`src/rtl/clock_monitor.sv`:
```
// clock_monitor
// Synchronises a slow, asynchronous square wave into clk_in, emits one tick
// per rising edge and measures each period in clk_in cycles. The period is
// checked against EXPECTED_PERIOD +/- TOLERANCE. The result drives a small
// ACQUIRE / LOCKED / LOST health FSM. All outputs are registered.
module clock_monitor #(
    parameter int unsigned CNT_W           = 32,
    parameter int unsigned EXPECTED_PERIOD = 100000,
    parameter int unsigned TOLERANCE       = 16,
    parameter int unsigned TIMEOUT         = 200000,
    parameter int unsigned LOCK_COUNT      = 4
) (
    input  logic             clk_in,
    input  logic             reset,
    input  logic             sig_in,
    output logic             sig_tick,
    output logic [CNT_W-1:0] period,
    output logic             period_valid,
    output logic             locked,
    output logic             lost
);

    localparam int unsigned GOOD_W = $clog2(LOCK_COUNT + 1);

    localparam logic [CNT_W-1:0]  CNT_ONE   = CNT_W'(1);
    localparam logic [CNT_W-1:0]  TOL_LO    = CNT_W'(EXPECTED_PERIOD - TOLERANCE);
    localparam logic [CNT_W-1:0]  TOL_HI    = CNT_W'(EXPECTED_PERIOD + TOLERANCE);
    localparam logic [CNT_W-1:0]  TO_LAST   = CNT_W'(TIMEOUT - 1);
    localparam logic [GOOD_W-1:0] GOOD_ONE  = GOOD_W'(1);
    localparam logic [GOOD_W-1:0] GOOD_LOCK = GOOD_W'(LOCK_COUNT);

    typedef enum logic [1:0] {
        ACQUIRE,
        LOCKED,
        LOST
    } state_t;

    state_t state;
    state_t state_nxt;

    logic              s1;
    logic              s2;
    logic              s3;
    logic              rise;
    logic [CNT_W-1:0]  cnt;
    logic [CNT_W-1:0]  period_new;
    logic              have_ref;
    logic              meas;
    logic              in_tol;
    logic              timeout_hit;
    logic [GOOD_W-1:0] good;
    logic [GOOD_W-1:0] good_inc;
    logic [GOOD_W-1:0] good_nxt;

    // Three-flop synchroniser; the third flop is the edge-detect history.
    always_ff @(posedge clk_in or posedge reset) begin
        if (reset) begin
            s1 <= 1'b0;
            s2 <= 1'b0;
            s3 <= 1'b0;
        end else begin
            s1 <= sig_in;
            s2 <= s1;
            s3 <= s2;
        end
    end

    // Rising-edge detect, candidate period and the event qualifiers.
    always_comb begin
        rise        = s2 & ~s3;
        period_new  = cnt + CNT_ONE;
        meas        = rise & have_ref;
        in_tol      = (period_new >= TOL_LO) && (period_new <= TOL_HI);
        // A rise on the threshold cycle takes priority over the timeout.
        timeout_hit = ~rise && (cnt == TO_LAST);
        good_inc    = good + GOOD_ONE;
    end

    // Cycle counter: cleared on each rise, otherwise counts up and saturates.
    always_ff @(posedge clk_in or posedge reset) begin
        if (reset) begin
            cnt <= '0;
        end else if (rise) begin
            cnt <= '0;
        end else if (cnt != '1) begin
            cnt <= cnt + CNT_ONE;
        end
    end

    // Reference flag: a period is only measured between two observed edges.
    always_ff @(posedge clk_in or posedge reset) begin
        if (reset) begin
            have_ref <= 1'b0;
        end else if (timeout_hit) begin
            have_ref <= 1'b0;
        end else if (rise) begin
            have_ref <= 1'b1;
        end
    end

    // Health FSM state and good-period counter registers.
    always_ff @(posedge clk_in or posedge reset) begin
        if (reset) begin
            state <= ACQUIRE;
            good  <= '0;
        end else begin
            state <= state_nxt;
            good  <= good_nxt;
        end
    end

    // Health FSM next-state logic.
    always_comb begin
        state_nxt = state;
        good_nxt  = good;
        if (timeout_hit) begin
            state_nxt = LOST;
            good_nxt  = '0;
        end else begin
            unique case (state)
                ACQUIRE: begin
                    if (meas) begin
                        if (in_tol) begin
                            good_nxt = good_inc;
                            if (good_inc == GOOD_LOCK) begin
                                state_nxt = LOCKED;
                            end
                        end else begin
                            good_nxt = '0;
                        end
                    end
                end
                LOCKED: begin
                    if (meas && !in_tol) begin
                        state_nxt = ACQUIRE;
                        good_nxt  = '0;
                    end
                end
                LOST: begin
                    // have_ref is clear here, so this edge yields no period.
                    if (rise) begin
                        state_nxt = ACQUIRE;
                    end
                end
                default: begin
                    state_nxt = ACQUIRE;
                    good_nxt  = '0;
                end
            endcase
        end
    end

    // Registered outputs; status follows the next state so it moves on the
    // same edge as the period_valid or timeout that caused it.
    always_ff @(posedge clk_in or posedge reset) begin
        if (reset) begin
            sig_tick     <= 1'b0;
            period       <= '0;
            period_valid <= 1'b0;
            locked       <= 1'b0;
            lost         <= 1'b0;
        end else begin
            sig_tick     <= rise;
            period_valid <= meas;
            if (meas) begin
                period <= period_new;
            end
            locked <= (state_nxt == LOCKED);
            lost   <= (state_nxt == LOST);
        end
    end

endmodule

```
`config.mk`:
```
export PLATFORM = sky130hd
export DESIGN_NAME = clock_monitor
export DESIGN_NICKNAME = d
export VERILOG_FILES = /design/src/rtl/clock_monitor.sv
export SDC_FILE = /design/constraint.sdc
export NUM_CORES = 1
export LEC_CHECK = 0
export BUFFER_PORTS_ARGS = -buffer_cell sky130_fd_sc_hd__buf_2
export CORE_ASPECT_RATIO = 1.1
export CORE_MARGIN = 10
export CORE_UTILIZATION = 50
export DETAILED_ROUTE_END_ITERATION = 6
export PLACE_DENSITY_LB_ADDON = 0.1
export SYNTH_ARGS = -nofsm -noshare
export SYNTH_HDL_FRONTEND = slang
export SYNTH_SLANG_ARGS = --single-unit
export TNS_END_PERCENT = 50
```
`constraint.sdc`:
```
create_clock -name clk_in -period 7.3 [get_ports clk_in]
set_input_delay 1.46 -clock clk_in [delete_from_list [all_inputs] [get_ports clk_in]]
set_output_delay 1.46 -clock clk_in [all_outputs]
set_load 0.05 [all_outputs]
```
* Word-level counts from Yosys, hierarchy flattened
Cells that the tools add are included.
** Word-level totals
- Logic and storage cells :: 54
- Register bits after elaboration :: 77
- Output and inout port bits :: 36
** Cells by class
- Equal/unequal tests :: 10
- Add/subtract/negate cells :: 2
- Order comparisons :: 2
- Reduce and logical (&&, ||, !) cells :: 8
- Multiplexer cells :: 16
- Bitwise gates (word level) :: 4
** Operators with widths (number)
- 2-to-1 mux 32 bit :: 2
- adder 32 x 1 -> 32 bit, second input constant :: 1
- == test 32 x 18 -> 1 bit, second input constant :: 1
- greater-or-equal comparator 32 x 17 -> 1 bit, second input constant :: 1
- less-or-equal comparator 32 x 17 -> 1 bit, second input constant :: 1
- != test 32 bit, second input constant :: 1
- 2-to-1 mux 2 bit :: 6
- 2-to-1 mux 3 bit :: 4
- one-hot mux 3 bit (3 select lines) :: 1
- != test 3 bit, second input constant :: 2
- one-hot mux 2 bit (3 select lines) :: 1
- == test 2 x 1 -> 1 bit, second input constant :: 2
- == test 2 bit, second input constant :: 2
- nonzero test 2 bit :: 2
- adder 3 x 1 -> 3 bit, second input constant :: 1
- == test 3 bit, second input constant :: 1
- logical AND 1 bit :: 3
- AND reduction 3 bit :: 1
- AND 1 bit :: 2
- logical NOT 2 bit :: 1
- 2-to-1 mux 1 bit :: 2
- != test 2 bit, second input constant :: 1
- NOT 1 bit :: 2
- logical NOT 1 bit :: 1

* Longest topological paths before layout
Gate-level depths: netlist (run 1).
- Word-level depth :: 9
- Gate-level depth with buffers :: 11

* Worst setup path after synthesis (run 1)
No wires, ideal clock.
- Path kind :: reg2reg
- Start point :: reg cnt[1]
- End point :: reg good[0]
- Setup time :: 0.064 ns
- Required time :: 7.236 ns
- Clock period less this slack :: 2.923 ns
- Slack :: 4.377 ns
- Cell stages (with the launch flop) :: 12
- Data arrival time :: 2.859 ns
- Cells stage by stage :: dfrtp_1 -> ha_1 -> buf_2 -> nand4_1 -> or4_4 -> or3b_4 -> mux2i_1 -> o21ai_1 -> nor4_2 -> o2111ai_1 -> a21oi_2 -> mux2_2
** On the way
- Word-level cells in the longest chain between the ends :: 7
** Ends and longest elaborated chain
- start, declared :: line 45 : logic [CNT_W-1:0] cnt;
- start signal, assigned :: line 86 : cnt <= cnt + CNT_ONE;
- adder 32 x 1 -> 32 bit :: line 71 : period_new = cnt + CNT_ONE;
- greater-or-equal comparator 32 x 17 -> 1 bit / less-or-equal comparator 32 x 17 -> 1 bit (equally long branches) :: line 73 : in_tol = (period_new >= TOL_LO) && (period_new <= TOL_HI);
- logical AND 1 bit :: line 73
- 2-to-1 mux 3 bit / logical NOT 1 bit (equally long branches) :: line 123, 134
- 2-to-1 mux 3 bit / logical AND 1 bit (equally long branches) :: line 122, 134
- one-hot mux 3 bit (3 select lines) / != test 3 bit (equally long branches)
- 2-to-1 mux 3 bit / AND reduction 3 bit (equally long branches)
- end signal, assigned :: line 108 : good <= good_nxt;
- end, declared :: line 51 : logic [GOOD_W-1:0] good;
Parallel ways exist; a longest one is shown, timed or not. The select of a mux whose other input is x is not followed.
A chain may end at the register's enable or synchronous reset.

* Worst setup path after layout (run 1)
- Start point :: reg cnt[0]
- End point :: reg cnt[1]
** On the way
- Word-level cells in the longest chain between the ends :: 3
** Ends and longest elaborated chain
- adder 32 x 1 -> 32 bit :: line 86
- 2-to-1 mux 32 bit :: line 85 : end else if (cnt != '1) begin
- 2-to-1 mux 32 bit :: line 83 : end else if (rise) begin
Parallel ways exist; a longest one is shown, timed or not. The select of a mux whose other input is x is not followed.

==> results of run 1 <==
final cells by class:
class / instances / area (sq um)
fillers: 671 / 3160
inverters: 6 / 23.8
multi-input cells: 295 / 1780
repair buffers: 41 / 213
flip-flops and latches: 77 / 1930
well taps: 105 / 131
clock buffers: 12 / 145
clock inverters: 4 / 95.1
power groups by stage:
stage / logic [mW] / clock network (mW) / registers, mW
2_1_floorplan: 0.0622 / 0 / 0.497
3_3_place_gp: 0.106 / 0 / 0.474
3_5_place_dp: 0.107 / 0 / 0.476
4_1_cts: 0.108 / 0.399 / 0.467
5_1_grt: 0.116 / 0.422 / 0.472
6_report: 0.105 / 0.394 / 0.467
state kept, by name, summed over array words and instances (netlist names):
signal and flops:
cnt 32, good 3, have_ref 1, locked 1, lost 1, period 32, period_valid 1, s1 1
s2 1, s3 1, sig_tick 1, state 2
synthesized netlist by cell type, types with 4 or more instances:
cell type	count	area, sq um
nand3_1	11	55.1
o21ai_0	66	330
and4_1	5	43.8
a21oi_1	8	40.0
nor4_1	12	75.1
nor2_1	17	63.8
xnor2_1	14	123
or3_1	6	37.5
a31oi_1	4	25.0
or2_2	4	25.0
nand2b_1	5	31.3
xor2_1	14	123
nor3_1	9	45.0
inv_1	6	22.5
clkbuf_1	18	67.6
dfrtp_1	77	1930
o31a_1	5	43.8
nand4_1	16	100
buf_2	7	35.0
nand2_1	53	199
per-stage QoR:
step / instance area (sq um) / setup WS, ns
global placement: 4070 / 3.78
detailed placement: 4070 / 3.63
global route: 4310 / 3.28
floorplan: 3840 / 3.87
finish: 4310 / 3.62
CTS: 4310 / 3.62
worst max-delay path: stages, from the launching register on:
cell,delay [ns]
dfrtp_1,0.50
ha_1,0.39
nand4_1,0.30
or4_4,0.65
nor2_1,0.27
nand4_1,0.23
or3_1,0.80
mux2_2,0.43
cell families after synthesis:
family                     synth area share
muxes                                0.0166
AOI/OAI and AO/OA                     0.149
and+or+nand+nor                       0.223
xor gates and xnor gates             0.0638
adders and majority gates           0.00977
buffers and inverters                0.0365
DFF                                   0.502
worst max-delay path by stage:
stage,endpoint,slack (ns),cells past startpoint
floorplan,cnt[0]$_DFFE_PP0P_,3.87,1
global placement,cnt[1]$_DFFE_PP0P_,3.78,7
detailed placement,cnt[1]$_DFFE_PP0P_,3.63,7
CTS,cnt[1]$_DFFE_PP0P_,3.62,7
global route,cnt[0]$_DFFE_PP0P_,3.28,7
finish,cnt[1]$_DFFE_PP0P_,3.62,7
per-layer routing:
layer,wire length [um],up-vias,track usage,part of all wire
met5,0,-,0,0
met2,4140,63,0.254,0.47
met4,175,0,0.0669,0.020
li1,-,1495,-,-
met3,358,16,0.0444,0.040
met1,4180,1475,0.197,0.47
==> impl_metrics.toml, run 1 <==
[route]
drtIter0Drc = 172
first_pass_iters = 5
vias = 3049
routed_wl_um = 8850
drc_errors = 0
wire_per_inst_um = 16.4
via_per_inst = 5.65
drtAntennaViolNets = 0

[global_routing]
grt_max_degree = 78
antenna_found_initial = 0
grt_usage = 0.159
grt_pass1_vias = 3026
grt_pass1_wl_um = 15300
grt-ovfl-total = 0

[power]
combPwrFrac = 0.109
peakVddDrop_mv = 0.252
p_leak_nw = 1.89
pwr-share-seq = 0.483
switching_power_mw = 0.260
swShare = 0.269
clock_power_share = 0.408
p_total_mw = 0.967
cellPowerDensity_nw_per_um2 = 224
intPower_mw = 0.707

[finish]
diodes = 0
area_growth_pct = 12.3
final_cell_mix = "77 x dfrtp_1, 66 x o21ai_0, 52 x nand2_1"
drive_above_1_share = 0.175
final_common_cell = "dfrtp_1"
final_core_util = 0.577
fin_cells = 540
final_nets = 436

[clock_network]
cts_buffers = 9
root_buffer = "clkbuf_8"
h-tree-depth = 3
clkTransAtPathRegs_ns = 0.08
postCtsHoldBufs = 0
clk_latency_ns = 0.36
cts_tree = "built"
cts_sinks = 77
postCtsResizedCells = 0
post_cts_buffers = 0
cts.path.max_buffers = 2

[synth]
yosysUniqueCellTypes = 52
netlist_instances = 405
synth_seq_cells = 77
async_flop_share = 1.00
ys.flop_type = "dfrtp_1"
syn_nets = 411
ys_seq_area_frac = 0.502
yosysWarnings = 0
postSynthAreaPerCell_sq_um = 9.48
synth-edff-count = 0
synth_area_sq_um = 3840

[critical_path]
cp_data_arrival_time_ns = 3.92
cp-start-kind = "flip-flop"
crit_type = "reg2reg"
r2r-start = "cnt[0]$_DFFE_PP0P_"
rrSetupSlack_ns = 3.62
rr_worst_depth = 7
cp.required_ns = 7.54
r2r_end = "cnt[1]$_DFFE_PP0P_"
cp_max_fo = 31
critical_path.startpoint = "cnt[0]$_DFFE_PP0P_"
crit_path_end_kind = "flip-flop"

[sta]
hold_viol = 0
worst_pin_slew_ns = 0.933
rsz0062_at_grt = "false"
setup_viol = 0
timing.fmax_mhz = 272
min_period_ns = 3.68
max_slew_margin = 0.362
hold_ws_ns = 0.354
finalCritPeriodShare = 0.504
clock-skew-final_ns = 0.00770
drv_slew = 0
finalSetupTns_ns = 0

[worst_hold_path]
min_to = "s2$_DFF_PP0_"
min_path_cells = 0
worstHoldPathType = "reg2reg"
min-delay-start = "s1$_DFF_PP0_"

[floorplan]
ios = 39
die_y_um = 112
die_area_sq_um = 11600
start_util = 0.514
die_x_um = 104
design.core.area_sq_um = 7470
placementRows = 33

[placed_design]
place.gp.congestion = 0.927
dp_hpwl_um = 6120
port_buffers = 38
place_inst = 524

[flow_run]
cap_viol_max_count = 0

[run_status]
run_status = "complete, no violations"
No activity file was read; power rests on OpenSTA's default activity.
==> run 2, diff against run 1 <==
--- a/config.mk
+++ b/config.mk
@@ -5,6 +5,7 @@
 export SDC_FILE = /design/constraint.sdc
 export NUM_CORES = 1
 export LEC_CHECK = 0
+export ABC_AREA = 1
 export BUFFER_PORTS_ARGS = -buffer_cell sky130_fd_sc_hd__buf_2
 export CORE_ASPECT_RATIO = 1.1
 export CORE_MARGIN = 10
==> constraint.sdc (replaced) <==
create_clock -name clk_in -period 3.75 [get_ports clk_in]
set_input_delay 0.75 -clock clk_in [delete_from_list [all_inputs] [get_ports clk_in]]
set_output_delay 0.75 -clock clk_in [all_outputs]
set_load 0.05 [all_outputs]
==> run 2 against run 1 <==
- clock skew is 0.0011 ns higher
- critical path type unchanged
- critical endpoint is now good[2]$_DFFE_PP0P_
- fmax is 41% higher
- worst hold slack worse by 0.00065 ns
- die area is 7.8% higher
- routed wire length is 27% higher
- largest power group unchanged
- combinational power is 92% higher
- cell area is 10% higher
- critical path depth is 9 higher
- first-iteration DRC count is 43% higher
- setup slack worse by 2.5 ns
- non-clock buffer count stayed put
==> impl_metrics.toml, run 2 <==
[run_status]
run_status = "complete, no violations"

[synth]
async_flop_share = 1.00
synth-edff-count = 0
yosysUniqueCellTypes = 30
yosysTopAreaCell = "dfrtp_1"
synth.area.top_cells = "dfrtp_1 46%, nand2_1 16%, o21ai_0 7.5%, nor2_1 6.0%, inv_1 5.0%"
yosysWarnings = 0
postSynthAreaPerCell_sq_um = 7.40
ys_seq_area_frac = 0.458
synth_area_sq_um = 4210
netlist_instances = 569
synth_top_area_frac = 0.458
ys.flop_type = "dfrtp_1"
synth_seq_cells = 77
synth_common_cells = "177 x nand2_1, 77 x dfrtp_1, 67 x nor2_1"
syn_nets = 575
synth.most_common_cell = "nand2_1"

[placed_design]
place.gp.congestion = 0.938
dp_slack_ns = 1.18
port_buffers = 38
dp_hpwl_um = 8850

[worst_hold_path]
min-delay-start = "s1$_DFF_PP0_"
worstHoldPathType = "reg2reg"

[floorplan]
design.core.area_sq_um = 8280
start_util = 0.509
die_x_um = 107
placementRows = 35
die_y_um = 116
die_area_sq_um = 12500
ios = 39

[power]
p_leak_nw = 2.38
p_total_mw = 1.85
peakVddDrop_mv = 0.356
cellPowerDensity_nw_per_um2 = 388

[clock_network]
post_cts_buffers = 0
cts.path.max_buffers = 2
postCtsHoldBufs = 0
h-tree-depth = 3
cts_buffers = 9
clkTransAtPathRegs_ns = 0.08
cts_sinks = 77
cts_tree = "built"
root_buffer = "clkbuf_8"
postCtsResizedCells = 0
clk_latency_ns = 0.36

[global_routing]
busiest_layer = "met2"
grt_pass1_vias = 3723
grt_pass1_wl_um = 18900
use_met1 = 0.257
grt_max_degree = 65
antenna_found_initial = 0
use_met3 = 0.0353
grt_usage = 0.192
grt-ovfl-total = 0
met2_usage = 0.298

[critical_path]
cp_data_arrival_time_ns = 2.87
cp.required_ns = 4.00
cp-start-kind = "flip-flop"
critical_path.startpoint = "cnt[0]$_DFFE_PP0P_"
crit_type = "reg2reg"
rrSetupSlack_ns = 1.14
cp_max_fo = 8
r2r-start = "cnt[0]$_DFFE_PP0P_"
crit_path_end_kind = "flip-flop"

[finish]
final_common_cell = "nand2_1"
final_cell_mix = "177 x nand2_1, 77 x dfrtp_1, 67 x nor2_1"
top_regs = "cnt: 32 flops, period: 32 flops, good: 3 flops"
diodes = 0
fillCellCount = 808
multiInputGateArea_sq_um = 2010
regArea_sq_um = 1930
drive_above_1_share = 0.156
final_nets = 615
area_growth_pct = 13.0

[flow_run]
cap_viol_max_count = 0

[sta]
min_period_ns = 2.61
finalCritPeriodShare = 0.697
max_slew_margin = 0.460
finalSetupTns_ns = 0
setup_viol = 0
worst_pin_slew_ns = 0.808
hold_viol = 0
drv_slew = 0
fin_ws_ns = 1.14
clock-skew-final_ns = 0.00885
timing.fmax_mhz = 383
rsz0062_at_grt = "false"

[route]
wire_per_inst_um = 15.5
routed_wl_um = 11200
first_pass_iters = 5
via_per_inst = 5.23
drtAntennaViolNets = 0
drtIter0Drc = 246
vias = 3793
drc_errors = 0
[run 2: cell count changes after synthesis, sizes merged, moves of 7 or more]
cell	before	now
xor2	14	3
buf	9	1
nor2	17	81
nand3	12	34
nor4	13	3
nand2	53	194
clkbuf	18	11
inv	6	62
xnor2	14	4
and4	7	0
[run 2: layout make-up]
class	instances	share of cell area
clock inverter	6	0.0234
clock buffer	10	0.0268
inverter	62	0.0489
sequential	77	0.405
multi-input combinational	418	0.422
tap	111	0.0292
timing repair buffer	41	0.0447
[run 2: metrics by stage]
stage / std cells / utilization / area [sq um] / hold WS (ns)
finish: 725 / 0.575 / 4760 / 0.354
global route: 725 / 0.575 / 4760 / 0.370
CTS: 725 / 0.575 / 4760 / 0.358
detailed placement: 709 / 0.546 / 4520 / 0.341
global placement: 709 / 0.546 / 4520 / 0.342
floorplan: 569 / - / 4210 / 0.331
[run 2: kinds of logic after synthesis]
family	count (synthesis)	synth area share
compound gates	75	0.0933
xor+xnor	7	0.0146
fa+ha+maj	3	0.00892
buf+inv	74	0.0660
flops	77	0.458
simple gates	333	0.360
[run 2: final timing paths]
path | to | depth (start not counted)
max | good[2]$_DFFE_PP0P_ | 16
min | s2$_DFF_PP0_ | 0
max reg2reg | good[2]$_DFFE_PP0P_ | 16
min reg2reg | s2$_DFF_PP0_ | 0
max in group asynchronous | have_ref$_DFFE_PP0P_ | 3
min in group asynchronous | period[2]$_DFFE_PP0P_ | 2
[run 2: layer usage]
layer / up-vias / routed length (um) / share of wire
met2: 96 / 5200 / 0.46
li1: 1892 / - / -
met1: 1781 / 5280 / 0.47
met5: - / 0 / 0
met4: 0 / 314 / 0.028
met3: 24 / 456 / 0.041
[run 2: report_power, final]
group	total (mW)	internal, mW	switching (mW)
sequential	0.892	0.864	0.0284
combinational	0.202	0.0467	0.155
clock	0.753	0.442	0.311
[run 2: critical path, stage by stage, from the launching register on]
cell	delay (ns)
dfrtp_1	0.41
ha_1	0.22
nand3_1	0.14
nor2_4	0.22
nand3_1	0.18
xor2_1	0.30
nand3_1	0.13
nor2_2	0.19
nand2_1	0.07
nand2_1	0.07
nand2_2	0.07
nand2_2	0.12
nand2_2	0.07
nand2_2	0.09
nand2_2	0.07
nand3_1	0.10
nand2_1	0.07
